<file path="src/rtl/v2_queue.sv">
`default_nettype none
// ----------------------------------------------------------------------------
// v2_queue : circular-buffer FIFO with same-cycle push/pop, clear, count, peek
// Revision : 1.0
// ----------------------------------------------------------------------------
module v2_queue #(
  parameter int p_depth    = 32,
  parameter int p_bitwidth = 32,
  parameter int p_ptrwidth = $clog2(p_depth),
  parameter int p_cntwidth = $clog2(p_depth + 1)
) (
  input  logic                  clk,
  input  logic                  rst,
  input  logic                  push_back_en,
  output logic                  push_back_rdy,
  input  logic [p_bitwidth-1:0] push_back_data,
  input  logic                  pop_front_en,
  output logic                  pop_front_rdy,
  output logic [p_bitwidth-1:0] pop_front_data,
  output logic [p_bitwidth-1:0] peek_data,
  input  logic                  clear,
  output logic [p_cntwidth-1:0] count
);

  localparam logic [p_cntwidth-1:0] c_depth   = p_cntwidth'(p_depth);
  localparam logic [p_cntwidth-1:0] c_cnt_one = p_cntwidth'(1);
  localparam logic [p_ptrwidth-1:0] c_ptr_max = p_ptrwidth'(p_depth - 1);
  localparam logic [p_ptrwidth-1:0] c_ptr_one = p_ptrwidth'(1);

  logic [p_bitwidth-1:0] mem_q [p_depth];
  logic [p_ptrwidth-1:0] head_q, head_d;
  logic [p_ptrwidth-1:0] tail_q, tail_d;
  logic [p_cntwidth-1:0] count_q, count_d;
  logic [p_bitwidth-1:0] pop_data_q, pop_data_d;

  logic w_push_fire;
  logic w_pop_fire;

  // Explicit wrap keeps pointers legal for non-power-of-two depths.
  function automatic logic [p_ptrwidth-1:0] next_ptr(input logic [p_ptrwidth-1:0] p);
    return (p == c_ptr_max) ? '0 : p + c_ptr_one;
  endfunction

  assign push_back_rdy  = (count_q != c_depth);
  assign pop_front_rdy  = (count_q != '0);
  assign w_push_fire    = push_back_en && push_back_rdy;
  assign w_pop_fire     = pop_front_en && pop_front_rdy;
  assign count          = count_q;
  assign pop_front_data = pop_data_q;
  assign peek_data      = (count_q != '0) ? mem_q[head_q] : '0;

  always_comb begin
    head_d     = head_q;
    tail_d     = tail_q;
    count_d    = count_q;
    pop_data_d = pop_data_q;
    if (clear) begin
      head_d  = '0;
      tail_d  = '0;
      count_d = '0;
    end else begin
      if (w_push_fire) tail_d = next_ptr(tail_q);
      if (w_pop_fire) begin
        head_d     = next_ptr(head_q);
        pop_data_d = mem_q[head_q];
      end
      if (w_push_fire && !w_pop_fire) count_d = count_q + c_cnt_one;
      else if (w_pop_fire && !w_push_fire) count_d = count_q - c_cnt_one;
    end
  end

  always_ff @(posedge clk or negedge rst) begin
    if (!rst) begin
      head_q     <= '0;
      tail_q     <= '0;
      count_q    <= '0;
      pop_data_q <= '0;
    end else begin
      head_q     <= head_d;
      tail_q     <= tail_d;
      count_q    <= count_d;
      pop_data_q <= pop_data_d;
    end
  end

  // Storage is intentionally unreset; a cleared push never lands.
  always_ff @(posedge clk) begin
    if (w_push_fire && !clear) mem_q[tail_q] <= push_back_data;
  end

endmodule
`default_nettype wire

</file>
<file path="config.mk">
export PLATFORM = sky130hd
export DESIGN_NAME = v2_queue
export DESIGN_NICKNAME = d
export VERILOG_FILES = /design/src/rtl/v2_queue.sv
export SDC_FILE = /design/constraint.sdc
export NUM_CORES = 1
export LEC_CHECK = 0
export ABC_AREA = 1
export CAP_MARGIN = 15
export CELL_PAD_IN_SITES_DETAIL_PLACEMENT = 0
export CELL_PAD_IN_SITES_GLOBAL_PLACEMENT = 1
export CORE_AREA = 3 3 298 300
export CTS_CLUSTER_SIZE = 20
export DETAILED_ROUTE_END_ITERATION = 10
export DIE_AREA = 0 0 301 303
export PLACE_DENSITY = 0.8
export SLEW_MARGIN = 20
export SYNTH_ARGS = -nofsm -noshare
export SYNTH_HDL_FRONTEND = slang
export SYNTH_SLANG_ARGS = --single-unit
</file>
<file path="constraint.sdc">
create_clock -name clk -period 3.23 [get_ports clk]
set_input_delay 0.323 -clock clk [delete_from_list [all_inputs] [get_ports clk]]
set_output_delay 0.323 -clock clk [all_outputs]
set_load 0.05 [all_outputs]
</file>
==> results of run 1 <==
[stage by stage]
step	power [mW]	utilization	setup slack, ns
4_1_cts	41.9	0.591	-0.0241
3_5_place_dp	29.3	0.546	0.446
3_3_place_gp	29.2	0.546	0.436
2_1_floorplan	24.7	-	-0.120
6_report	42.3	0.595	0.0504
5_1_grt	44.2	0.595	-0.0639
[metal layers]
| layer | vias up | global-route usage |
|---|---|---|
| met5 | - | 0 |
| met4 | 4 | 0.0788 |
| met3 | 220 | 0.0491 |
| met2 | 1480 | 0.433 |
| met1 | 14400 | 0.403 |
| li1 | 13400 | - |
[timing repair]
item                                   in CTS  in global routing
gates resized for setup                    24                 60
gates cloned                                7                  6
hold buffers                                1                  0
endpoints found under the hold margin      48                  0
setup endpoints to repair                  31                 32
pin swaps                                   0                  6
buffers inserted                            5                  4
[worst max-delay path by stage]
stage	start	endpoint	slack, ns	cells after the start
3_3_place_gp	head_q[0]$_DFFE_PN0P_	peek_data[21]	0.44	11
5_1_grt	head_q[1]$_DFFE_PN0P_	peek_data[8]	-0.06	10
4_1_cts	head_q[0]$_DFFE_PN0P_	peek_data[13]	-0.02	11
6_report	head_q[1]$_DFFE_PN0P_	peek_data[8]	0.05	10
2_1_floorplan	count[1]$_DFFE_PN0P_	mem_q[0][0]$_DFFE_PP_	-0.12	6
3_5_place_dp	head_q[0]$_DFFE_PN0P_	peek_data[21]	0.45	11
[worst max-delay path: cells and delay by family, from the launching register on]
family                 cells  cell delay (ns)
and+or+nand+nor            7             0.82
DFF                        1             0.55
buffers and inverters      3             0.69
[state kept, by name, summed over array words and instances, names as in the netlist]
signal,count
tail_q,5
count,6
mem_q,1024
head_q,5
pop_front_data,32
[cells by family after synthesis]
family                     count (synthesis)
AOI/OAI and AO/OA                         19
xor gates and xnor gates                   7
DFF                                     1072
adders and majority gates                 12
and+or+nand+nor                         2367
buffers and inverters                    254
[report_power, final]
group | total (mW) | internal [mW] | switching (mW)
clock | 12.3 | 7.11 | 5.20
sequential | 15.8 | 15.6 | 0.208
combinational | 14.2 | 4.89 | 9.35
[cell type report]
cell class / count / area share
repair buffers: 267 / 0.0712
repair inverters: 3 / 0.000972
clock inverters: 52 / 0.00878
inverters: 23 / 0.00299
multi-input cells: 2405 / 0.207
well taps: 1155 / 0.0281
diodes: 5 / 0.000243
clock buffers: 152 / 0.0591
flip-flops and latches: 1072 / 0.621
[cell usage after synthesis]
cell type,count
nand3_1,880
o22ai_1,4
ha_1,11
nand2_2,1
nor2_4,1
buf_1,9
o21ai_0,12
nand3b_1,1
nor2_1,71
buf_2,126
inv_2,2
nand4_1,1
clkbuf_1,29
xnor2_1,2
buf_4,16
nand2_1,1408
a31oi_1,1
nand3_2,1
inv_8,1
edfxtp_1,1024
dfrtp_1,48
a21oi_1,2
xor2_1,5
or2_2,1
buf_6,51
inv_1,20
fa_1,1
nor2_2,2
==> run_results.csv, run 1 <==
group,metric,value,unit
synthesis,synth_cell_types,28,
synthesis,synth_seq_area_share,0.729,
die,die_w,301,um
worst_setup_path,max_stage_delay,0.55,ns
clocking,cts_buffer_depth,3,
clocking,clkTransAtPathRegs,0.06,ns
synthesis,syn_avg_cell_area,11.8,um^2
die,rows,108,
timing,post-route-period-util,0.984,
worst_setup_path,path_cells,"clkinv_16 -> buf_6 -> nand3_1 -> nand3_1 -> nand2_1 -> nand2_1 -> nand3_1 -> nand2_1 -> nor2_1 -> buf_12",
final_layout,layout-drive-gt1-share,0.110,
min_path,holdPathStages,1,
synthesis,synth_compound_area_frac,0.00231,
routing,wl_met2,59200,um
clocking,cts_tree,"yes",
final_layout,final_cell_mix,"nand2_1 (1,400), edfxtp_1 (1,024), nand3_1 (875)",
synthesis,synth_top_family_by_area,"simple AND/OR/NAND/NOR gates",
worst_setup_path,r2r_start,"count[3]$_DFFE_PN0P_",
worst_setup_path,reg2reg_to,"count[5]$_DFFE_PN0P_",
worst_setup_path,critPathArrivalTime,2.86,ns
min_path,hold_path_class,"in2reg",
worst_setup_path,reg2regPathDepth,11,
placement,dp_cells,4902,
timing,setup_viol,0,
routing,met1_length,52100,um
grt,overflow,0,
synthesis,synth_area_leader_cell,"edfxtp_1",
routing,wirelength,127000,um
synthesis,synth_adder_area_share,0.00360,
clocking,clk_latency,0.67,ns
timing,slew_viol_final,0,
final_layout,syn_to_final_growth,17.4,%
synthesis,synth_area_leaders,"edfxtp_1 (70%), nand2_1 (12%), nand3_1 (10%)",
worst_setup_path,crit_required,2.91,ns
placement,placed_area,0.0472,mm^2
clocking,ctsHtreeMaxLevel,3,
placement,dp_hpwl,67300,um
worst_setup_path,crit_slowest_cell,"dfrtp_4",
worst_setup_path,cp_max_fo,69,
min_path,hold_start,"push_back_data[31]",
routing,wl_met3,12600,um
grt,antenna_found_initial,12,
synthesis,ys_seq_elements,1072,
timing,final.setup_skew,0.0274,ns
placement,gp_congestion,0.809,
placement,portBuffers,108,
timing,tightest_slew,1.07,ns
grt,grt_pass1_wl,184000,um
clocking,clockRootBuffer,"clkbuf_16",
grt,grt_usage,0.277,
power_and_ir_drop,peakVddDrop,0.00109,V
timing,fin_tns_setup,0,ns
die,fp.coreArea,0.0865,mm^2
final_layout,fill_cells,6852,
clocking,cts-buffers-inserted,108,
timing,hold_viol,0,
status,status,"finished clean",
die,die_area,0.0912,mm^2
timing,rsz0062_at_grt,"yes",
routing,drc_errors,0,
synthesis,synth-xor-area-share,0.00140,
power_and_ir_drop,powerDensity,822,mW/mm^2
run,maxCapViolations,0,
synthesis,yosys_warnings,0,
timing,hold-worst-slack,0.168,ns
clocking,cts.sinks,1072,
die,die_y,303,um
timing,max_freq,315,MHz
synthesis,syn-num-nets,3780,
routing,highest_layer,"met5",
grt,grt_pass1_vias,27200,
worst_setup_path,start_kind,"register",
worst_setup_path,crit_type,"reg2out",
worst_setup_path,rrSetupSlack,0.94,ns
final_layout,final_design_area_no_fill,0.0515,mm^2
synthesis,syn_inst,3731,
final_layout,final_common_cell,"nand2_1",
timing,min_period,3.18,ns
worst_setup_path,cp-end-kind,"output pin",
final_layout,nets,3929,
routing,drt_iter0_markers,3392,
routing,antenna_left,0,
timing,slew_headroom,0.284,
synthesis,synthMuxAreaShare,0,
synthesis,yosys.area_share.simple,0.228,
power_and_ir_drop,p_leak,18.8,nW
routing,post_drt_wl_per_cell,24.8,um
synthesis,synth_area,0.0438,mm^2
final_layout,multi_input_area,0.0107,mm^2
die,start_util,0.507,
final_layout,ff_latch_area,0.0320,mm^2
final_layout,finalNonFillerCells,5134,
synthesis,netlist.area_leader.share,0.701,
routing,num_vias,29400,
min_path,hold_end,"mem_q[5][31]$_DFFE_PP_",
routing,drtPass1Iterations,7,
routing,viasPerCell,5.73,
grt,grt_max_degree,107,
die,ios,109,
No activity file was read; power rests on OpenSTA's default activity.
==> run 2: changes to the inputs <==
CTS_CLUSTER_SIZE = 30   (was 20)
==> results of run 2 <==
No change in the layout: final DEF, timing and power equal those of run 1.
